File: src/rtl/pwm_cmd_decoder.sv
// Motor command monitor: measures PWM high time and period, decodes A/B pins into a drive mode, flags a stuck PWM line.
// Optional macro PWM_GLITCH_FILTER_EN adds a FILT_LEN-sample stability filter on all three synchronised inputs.
module pwm_cmd_decoder #(
    parameter int CNT_W    = 23,
    parameter int TIMEOUT  = 2500000,
    parameter int FILT_LEN = 4
) (
    input  logic             clk,
    input  logic             rst_n,
    input  logic             pwm_in,
    input  logic             in_a,
    input  logic             in_b,
    output logic [CNT_W-1:0] high_cnt,
    output logic [CNT_W-1:0] period_cnt,
    output logic             meas_valid,
    output logic [1:0]       dir,
    output logic             dir_chg,
    output logic             stuck,
    output logic             stuck_level
);

    if (FILT_LEN < 1) begin : g_bad_filt
        $error("FILT_LEN must be at least 1");
    end
    if (TIMEOUT < 1) begin : g_bad_timeout
        $error("TIMEOUT must be at least 1");
    end

    localparam logic [CNT_W-1:0] TO = CNT_W'(TIMEOUT);

    typedef enum logic [1:0] {
        SEEK = 2'd0,
        HIGH = 2'd1,
        LOW  = 2'd2
    } state_e;

    // Bit order throughout: {pwm, a, b}
    logic [2:0] sync1_q, sync2_q;
    logic [2:0] lvl;

    always_ff @(posedge clk or negedge rst_n) begin
        if (!rst_n) begin
            sync1_q <= '0;
            sync2_q <= '0;
        end else begin
            sync1_q <= {pwm_in, in_a, in_b};
            sync2_q <= sync1_q;
        end
    end

`ifdef PWM_GLITCH_FILTER_EN
    localparam int FW = $clog2(FILT_LEN + 1);
    logic [2:0]         filt_q;
    logic [2:0][FW-1:0] fcnt_q;

    // A new level is taken only after FILT_LEN consecutive samples disagree with the held one.
    always_ff @(posedge clk or negedge rst_n) begin
        if (!rst_n) begin
            filt_q <= '0;
            fcnt_q <= '0;
        end else begin
            for (int i = 0; i < 3; i++) begin
                if (sync2_q[i] == filt_q[i]) begin
                    fcnt_q[i] <= '0;
                end else if (fcnt_q[i] == FW'(FILT_LEN - 1)) begin
                    filt_q[i] <= sync2_q[i];
                    fcnt_q[i] <= '0;
                end else begin
                    fcnt_q[i] <= fcnt_q[i] + 1'b1;
                end
            end
        end
    end

    assign lvl = filt_q;
`else
    assign lvl = sync2_q;
`endif

    logic pwm_prev_q, rise_q, fall_q;

    always_ff @(posedge clk or negedge rst_n) begin
        if (!rst_n) begin
            pwm_prev_q <= 1'b0;
            rise_q     <= 1'b0;
            fall_q     <= 1'b0;
        end else begin
            pwm_prev_q <= lvl[2];
            rise_q     <= lvl[2] & ~pwm_prev_q;
            fall_q     <= ~lvl[2] & pwm_prev_q;
        end
    end

    state_e           state_q, state_d;
    logic [CNT_W-1:0] cnt_q, cnt_d;
    logic [CNT_W-1:0] high_lat_q, high_lat_d;
    logic [CNT_W-1:0] high_cnt_q, high_cnt_d;
    logic [CNT_W-1:0] period_cnt_q, period_cnt_d;
    logic             meas_valid_q, meas_valid_d;
    logic             stuck_q, stuck_d;
    logic             stuck_level_q, stuck_level_d;
    logic [1:0]       dir_q;
    logic             dir_chg_q;

    always_ff @(posedge clk or negedge rst_n) begin
        if (!rst_n) begin
            state_q       <= SEEK;
            cnt_q         <= '0;
            high_lat_q    <= '0;
            high_cnt_q    <= '0;
            period_cnt_q  <= '0;
            meas_valid_q  <= 1'b0;
            stuck_q       <= 1'b0;
            stuck_level_q <= 1'b0;
            dir_q         <= 2'b00;
            dir_chg_q     <= 1'b0;
        end else begin
            state_q       <= state_d;
            cnt_q         <= cnt_d;
            high_lat_q    <= high_lat_d;
            high_cnt_q    <= high_cnt_d;
            period_cnt_q  <= period_cnt_d;
            meas_valid_q  <= meas_valid_d;
            stuck_q       <= stuck_d;
            stuck_level_q <= stuck_level_d;
            dir_q         <= lvl[1:0];
            dir_chg_q     <= (lvl[1:0] != dir_q);
        end
    end

    always_comb begin
        state_d       = state_q;
        cnt_d         = (&cnt_q) ? cnt_q : cnt_q + 1'b1;
        high_lat_d    = high_lat_q;
        high_cnt_d    = high_cnt_q;
        period_cnt_d  = period_cnt_q;
        meas_valid_d  = 1'b0;
        stuck_d       = stuck_q;
        stuck_level_d = stuck_level_q;

        // A rise always wins over a coincident timeout.
        if (rise_q) begin
            cnt_d         = CNT_W'(1);
            state_d       = HIGH;
            stuck_d       = 1'b0;
            stuck_level_d = 1'b0;
            if (state_q == LOW) begin
                high_cnt_d   = high_lat_q;
                period_cnt_d = cnt_q;
                meas_valid_d = 1'b1;
            end
        end else begin
            if (fall_q && state_q == HIGH) begin
                high_lat_d = cnt_q;
                state_d    = LOW;
            end
            // Once stuck, the flag and captured level hold until the next rise.
            if (!stuck_q && cnt_q >= TO) begin
                stuck_d       = 1'b1;
                stuck_level_d = lvl[2];
                high_cnt_d    = '0;
                period_cnt_d  = '0;
                state_d       = SEEK;
            end
        end
    end

    assign high_cnt    = high_cnt_q;
    assign period_cnt  = period_cnt_q;
    assign meas_valid  = meas_valid_q;
    assign dir         = dir_q;
    assign dir_chg     = dir_chg_q;
    assign stuck       = stuck_q;
    assign stuck_level = stuck_level_q;

endmodule
File: config.mk
export PLATFORM = sky130hd
export DESIGN_NAME = pwm_cmd_decoder
export DESIGN_NICKNAME = d
export VERILOG_FILES = /design/src/rtl/pwm_cmd_decoder.sv
export SDC_FILE = /design/constraint.sdc
export NUM_CORES = 1
export LEC_CHECK = 0
export ABC_CLOCK_PERIOD_IN_PS = 2400
export CORE_MARGIN = 8
export CORE_UTILIZATION = 55
export CTS_CLUSTER_SIZE = 28
export DETAILED_ROUTE_END_ITERATION = 6
export HOLD_SLACK_MARGIN = 0.02
export PLACE_DENSITY = 0.78
export SLEW_MARGIN = 20
export SYNTH_ARGS = -nofsm -noshare
export SYNTH_HDL_FRONTEND = slang
export SYNTH_SLANG_ARGS = --single-unit
File: constraint.sdc
create_clock -name clk -period 2.4 [get_ports clk]
set_clock_uncertainty 0.2 [all_clocks]
set_input_delay 0.48 -clock clk [delete_from_list [all_inputs] [get_ports clk]]
set_output_delay 0.48 -clock clk [all_outputs]
set_load 0.03 [all_outputs]
==> results.py, run 1 <==
metrics = {
    "timing": {
        "finalSetupViolations": 0,
        "hold_viol": 0,
        "finalCritPeriodShare": 0.936,
        "post-route-worst-setup-slack_ns": 0.154,
        "worstMarginPinSlew_ns": 0.561,
        "drv_slew": 0,
        "max_slew_margin": 0.616,
        "grt_setup_unrepaired": "no",
        "maxClockFrequency_mhz": 445,
        "timing.final.crit_period_ns": 2.25,
        "totalNegativeSetupSlack_ns": 0,
        "whs_ns": 0.159,
    },
    "power_and_ir_drop": {
        "power_leakage_nw": 2.47,
        "ir_drop_v": 0.000429,
        "cellPowerDensity_nw_per_um2": 698,
    },
    "final_layout": {
        "fin_nets": 499,
        "post_route_cells_drive_above_1_share": 0.147,
        "final_cell_mix": "109 x sky130_fd_sc_hd__dfrtp_1, 104 x sky130_fd_sc_hd__nand2_1, 55 x sky130_fd_sc_hd__clkdlybuf4s50_1, 51 x sky130_fd_sc_hd__a21oi_1, 25 x sky130_fd_sc_hd__mux2_2",
        "area_growth_pct": 20.8,
        "n_fill_cell": 627,
        "inserted_diodes": 0,
        "postLayoutCellArea_um2": 5570,
        "layout_commonest_cell": "sky130_fd_sc_hd__dfrtp_1",
    },
    "worst_setup_path": {
        "worst_r2r_path_depth": 6,
        "timing.reg2reg.setup_slack_ns": 0.15,
        "timing.rr.end": "cnt_q[21]",
        "startpoint": "cnt_q[0]",
        "critical_path.reg2reg.startpoint": "cnt_q[0]",
        "critical_path.endpoint_type": "register",
        "critical_path.endpoint": "cnt_q[21]",
        "cp_data_required_time_ns": 2.46,
        "worstPathArrival_ns": 2.31,
        "timing.setup.critical_path_class": "register to register",
        "worstSetupStartpointType": "register",
        "path_max_fanout": 7,
    },
    "grt": {
        "grt_antenna_before_repair": 0,
        "global_route_wire_length_before_repair_um": 16300,
        "global_route.usage.total": 0.175,
        "grt_pass1_vias": 3261,
        "total_congestion_overflow": 0,
        "grt_max_degree": 51,
    },
    "placed_design": {
        "dpl.hpwl_um": 6680,
        "numPortBuffers": 56,
        "pre_cts_slack_ns": 0.156,
        "routabilityCongestion": 0.883,
        "dpl_cell_area_um2": 5320,
    },
    "die": {
        "die_x_extent_um": 108,
        "top_level_ports": 57,
        "core_area_um2": 8180,
        "initial_core_util": 0.564,
        "die_area_um2": 11600,
        "placement_rows": 33,
        "die_height_um": 108,
    },
    "synthesis": {
        "yosys.cell_types.count": 44,
        "dominantRegCellSynth": "sky130_fd_sc_hd__dfrtp_1",
        "synth_cells": 434,
        "synth.cell_area_um2": 4610,
        "synth_seq_cells": 109,
        "synthesized_area_divided_by_synthesized_cell_count_um2": 10.6,
        "synthArstFlopShare": 1.00,
        "synth.yosys.warnings": 0,
        "synth_enable_flop_cells": 0,
        "yosysSeqAreaShare": 0.592,
        "number_of_nets_produced_by_synthesis": 441,
    },
    "worst_hold_path": {
        "min_path_cells": 0,
        "hold_class": "register to register",
    },
    "drt": {
        "count_of_unresolved_drc_violations_after_routing": 0,
        "drt-pass1-iter-count": 4,
        "via_per_inst": 5.49,
        "wl_final_um": 9690,
        "total_via_count_after_detailed_routing": 3305,
        "count_of_antenna_violating_nets_left_after_detailed_routing": 0,
        "drt-initial-drc-count": 129,
        "detail_route.wl_per_cell_um": 16.1,
    },
    "cts": {
        "number_of_cts_inserted_buffers": 9,
        "tritoncts": "built",
        "clk_pin_slew_worst_paths_ns": 0.10,
        "cts.repair_timing.setup_buffer_count": 0,
        "clkLatencyLatePin_ns": 0.37,
        "clock-sinks": 109,
        "cts_root_buf": "sky130_fd_sc_hd__clkbuf_8",
        "htree_num_levels": 3,
        "buffer_levels_on_the_longest_clock_path": 2,
    },
    "status": {
        "outcome": "finished clean",
    },
    "run": {
        "cap_viol_max_count": 0,
    },
}
final cells by class:
| class | count | area [µm²] | area share |
|---|---|---|---|
| sequential | 109 | 2730 | 0.490 |
| inverter | 10 | 37.5 | 0.00674 |
| tap | 105 | 131 | 0.0236 |
| multi-input combinational | 287 | 1700 | 0.306 |
| clock buffer | 9 | 124 | 0.0222 |
| timing repair buffer | 75 | 741 | 0.133 |
| clock inverter | 7 | 106 | 0.0191 |
worst min path at each step:
stage	startpoint	endpoint	slack (ns)
after global placement	sync1_q[0]	lvl[0]	0.14
after global routing	sync1_q[2]	lvl[2]	0.18
final	sync1_q[0]	lvl[0]	0.16
after CTS	sync1_q[0]	lvl[0]	0.16
after detailed placement	sync1_q[0]	lvl[0]	0.14
after floorplan	rst_n	cnt_q[0]	-0.02
metrics by stage:
| stage | utilization | power [mW] | cells |
|---|---|---|---|
| 2_1_floorplan | - | 2.42 | 434 |
| 3_5_place_dp | 0.651 | 2.69 | 585 |
| 4_1_cts | 0.680 | 3.94 | 602 |
| 3_3_place_gp | 0.651 | 2.67 | 585 |
| 6_report | 0.681 | 3.89 | 602 |
| 5_1_grt | 0.681 | 4.06 | 602 |
where the power goes:
group | leakage [nW] | switching [mW] | internal (mW) | total, mW
registers | 1.47 | 0.103 | 1.98 | 2.08
logic | 0.889 | 0.324 | 0.241 | 0.565
clock network | 0.110 | 0.636 | 0.606 | 1.24
sequential cells by signal, indices dropped and copies added (netlist names), 2 cells and up:
signal	flops
cnt_q	23
high_cnt	23
high_lat_q	23
period_cnt	23
lvl	3
sync1_q	3
dir	2
state_q	2
cells by family after synthesis:
family                     synth area share
and+or+nand+nor                       0.162
DFF                                   0.592
AOI/OAI and AO/OA                     0.101
buffers and inverters                0.0421
muxes                                0.0654
xor gates and xnor gates             0.0323
adders and majority gates           0.00543
per-layer routing:
| metal | wire length [µm] | GRT usage | up-vias |
|---|---|---|---|
| li1 | - | - | 1569 |
| met1 | 4230 | 0.225 | 1638 |
| met2 | 4740 | 0.282 | 84 |
| met3 | 550 | 0.0389 | 14 |
| met4 | 163 | 0.0664 | 0 |
| met5 | 0 | 0 | - |
synth_stat cells (all sizes together) (3+ instances only):
cell type	count	area (µm²)
a2111oi	4	41.3
a211oi	8	72.6
a21oi	52	264
and3	4	30.0
buf	11	92.6
clkbuf	17	63.8
dfrtp	109	2730
inv	10	37.5
mux2	25	282
nand2	104	390
nand2b	4	25.0
nand3	4	25.0
nand4	4	25.0
nor2	24	90.1
nor2b	4	25.0
nor4	3	31.3
xnor2	16	140
worst max-delay path, cell delays in order (launching register included):
cell                      delay [ns]
sky130_fd_sc_hd__dfrtp_1        0.47
sky130_fd_sc_hd__ha_1           0.25
sky130_fd_sc_hd__and2_1         0.20
sky130_fd_sc_hd__a41oi_1        0.27
sky130_fd_sc_hd__nand3_1        0.14
sky130_fd_sc_hd__or3_1          0.34
sky130_fd_sc_hd__mux2_2         0.27
timing repair:
| action | in CTS | in global routing |
|---|---|---|
| endpoints found under the hold margin | 39 | 0 |
| hold buffers | 1 | 0 |
| endpoints found under the setup margin | 0 | 4 |
| gates resized for setup | 0 | 1 |
(Power assumes the default switching activity.)
==> run 2, diff against run 1 <==
CTS_CLUSTER_DIAMETER = 120   (was default)
SETUP_SLACK_MARGIN = 0.4   (was default)
==> results.py, run 2 (synthesis results as in run 1) <==
metrics = {
    "final_layout": {
        "final_cell_mix": "103 x sky130_fd_sc_hd__nand2_1, 95 x sky130_fd_sc_hd__dfrtp_1, 52 x sky130_fd_sc_hd__dlygate4sd2_1, 41 x sky130_fd_sc_hd__buf_4, 29 x sky130_fd_sc_hd__a21oi_2",
        "n_fill_cell": 503,
        "layout_commonest_cell": "sky130_fd_sc_hd__nand2_1",
        "post_route_cells_drive_above_1_share": 0.326,
        "inserted_diodes": 0,
        "fin_cells": 639,
        "fin_nets": 536,
        "area_growth_pct": 33.2,
        "final_core_utilization": 0.751,
    },
    "worst_setup_path": {
        "critical_path.reg2reg.startpoint": "cnt_q[11]",
        "worst_r2r_path_depth": 7,
        "timing.setup.critical_path_class": "register to register",
        "timing.reg2reg.setup_slack_ns": 0.24,
        "path_max_fanout": 5,
        "worstPathArrival_ns": 2.22,
        "cp_data_required_time_ns": 2.45,
        "critical_path.endpoint_type": "register",
        "worstSetupStartpointType": "register",
        "timing.rr.end": "high_cnt[20]",
    },
    "die": {
        "die_height_um": 108,
        "top_level_ports": 57,
        "die_area_um2": 11600,
        "die_x_extent_um": 108,
        "placement_rows": 33,
        "core_area_um2": 8180,
        "initial_core_util": 0.564,
    },
    "cts": {
        "clock-sinks": 109,
        "number_of_cts_inserted_buffers": 9,
        "htree_num_levels": 3,
        "tritoncts": "built",
        "clk_pin_slew_worst_paths_ns": 0.10,
        "clkLatencyLatePin_ns": 0.36,
        "buffer_levels_on_the_longest_clock_path": 2,
        "cts_root_buf": "sky130_fd_sc_hd__clkbuf_8",
    },
    "drt": {
        "detail_route.wl_per_cell_um": 18.5,
        "via_per_inst": 5.65,
        "count_of_antenna_violating_nets_left_after_detailed_routing": 0,
        "drt-initial-drc-count": 246,
        "drt-pass1-iter-count": 5,
        "wl_final_um": 11800,
        "count_of_unresolved_drc_violations_after_routing": 0,
        "total_via_count_after_detailed_routing": 3609,
    },
    "power_and_ir_drop": {
        "ir_drop_v": 0.000412,
        "power_leakage_nw": 2.89,
        "cellPowerDensity_nw_per_um2": 617,
    },
    "status": {
        "outcome": "finished clean",
    },
    "placed_design": {
        "pre_cts_slack_ns": 0.208,
        "dpl.hpwl_um": 6560,
        "numPortBuffers": 56,
        "total_placed_cells_including_tap_cells": 584,
        "routabilityCongestion": 0.903,
    },
    "timing": {
        "maxClockFrequency_mhz": 462,
        "grt_setup_unrepaired": "yes",
        "finalCritPeriodShare": 0.901,
        "timing.final.crit_period_ns": 2.16,
        "finalSetupViolations": 0,
        "worstMarginPinSlew_ns": 0.583,
        "hold_viol": 0,
        "post-route-worst-setup-slack_ns": 0.237,
        "totalNegativeSetupSlack_ns": 0,
        "drv_slew": 0,
        "max_slew_margin": 0.612,
    },
    "worst_hold_path": {
        "hold_class": "register to register",
        "timing.hold.worst_endpoint": "lvl[0]",
        "min-delay-start": "sync1_q[0]",
        "min_path_cells": 0,
    },
    "run": {
        "cap_viol_max_count": 0,
    },
    "grt": {
        "total_congestion_overflow": 0,
        "global_route.usage.total": 0.182,
        "grt_max_degree": 110,
        "grt_pass1_vias": 3525,
        "grt_antenna_before_repair": 0,
        "global_route_wire_length_before_repair_um": 17200,
    },
}
run 2: cell types whose count changed in the layout (fill, tap and decap cells not counted), moves of 5 or more:
cell                              previous run  this run
sky130_fd_sc_hd__dfrtp_2                     0        14
sky130_fd_sc_hd__a211oi_2                    0         5
sky130_fd_sc_hd__buf_4                      16        41
sky130_fd_sc_hd__a21oi_2                     1        29
sky130_fd_sc_hd__dfrtp_1                   109        95
sky130_fd_sc_hd__dlygate4sd2_1               0        52
sky130_fd_sc_hd__clkdlybuf4s50_1            55         3
sky130_fd_sc_hd__a21oi_1                    51        21
sky130_fd_sc_hd__buf_6                       0         7
sky130_fd_sc_hd__a211oi_1                    7         2
run 2: how the worst max path moves through the flow:
stage                     slack (ns)  cells after the start       from           end
final                           0.24                      7  cnt_q[11]  high_cnt[20]
after global placement          0.24                      5   cnt_q[6]     cnt_q[21]
after CTS                       0.26                      7  cnt_q[12]   high_cnt[9]
after floorplan                 0.26                      7  cnt_q[12]  high_cnt[10]
after detailed placement        0.21                      6   cnt_q[0]     cnt_q[14]
after global routing            0.17                      6  cnt_q[12]     cnt_q[21]
run 2: area by class of cell:
type	count	area, µm²	share of cell area
inverter	10	37.5	0.00611
clock inverter	5	41.3	0.00672
timing repair buffer	112	1060	0.173
clock buffer	11	151	0.0247
sequential	109	2750	0.447
multi-input combinational	287	1970	0.321
tap	105	131	0.0214
run 2: worst max-delay path, cell delays in order, from the launching register on:
cell	delay, ns
sky130_fd_sc_hd__dfrtp_2	0.45
sky130_fd_sc_hd__or3_4	0.38
sky130_fd_sc_hd__nor4_4	0.17
sky130_fd_sc_hd__o211ai_2	0.16
sky130_fd_sc_hd__a211oi_4	0.31
sky130_fd_sc_hd__buf_6	0.19
sky130_fd_sc_hd__clkbuf_16	0.16
sky130_fd_sc_hd__a21oi_1	0.04
run 2: stage by stage:
stage,hold slack [ns],total power [mW],instance area [µm²]
6_report,0.159,3.79,6140
5_1_grt,0.179,3.93,6140
4_1_cts,0.161,3.73,5680
3_5_place_dp,0.137,2.70,5320
3_3_place_gp,0.134,2.67,5320
2_1_floorplan,-0.0156,2.43,4630
run 2: layer usage:
metal  GRT usage  wire length, µm  vias to the layer above
li1            -                -                     1656
met1       0.236             4810                     1808
met2       0.292             5930                      115
met3      0.0353              706                       30
met4      0.0753              356                        0
met5           0                0                        -
run 2: power breakdown:
group | internal, mW | switching (mW) | total [mW]
Clock | 0.444 | 0.625 | 1.07
Combinational | 0.248 | 0.387 | 0.635
Sequential | 1.98 | 0.101 | 2.08
run 2: repair_timing:
action                                  CTS  global route
pin swaps                                 3             7
buffers inserted                         18            13
hold endpoints to repair                 85             0
gates resized for setup                  78            53
gates cloned                              1             6
endpoints found under the setup margin  112            66
hold buffers                              1             0
==> run 3, diff against run 2 <==
CTS_CLUSTER_SIZE = default   (was 28)
SLEW_MARGIN = default   (was 20)
==> results of run 3 <==
Same layout as run 2: the final DEF is identical, and so are final timing and power.
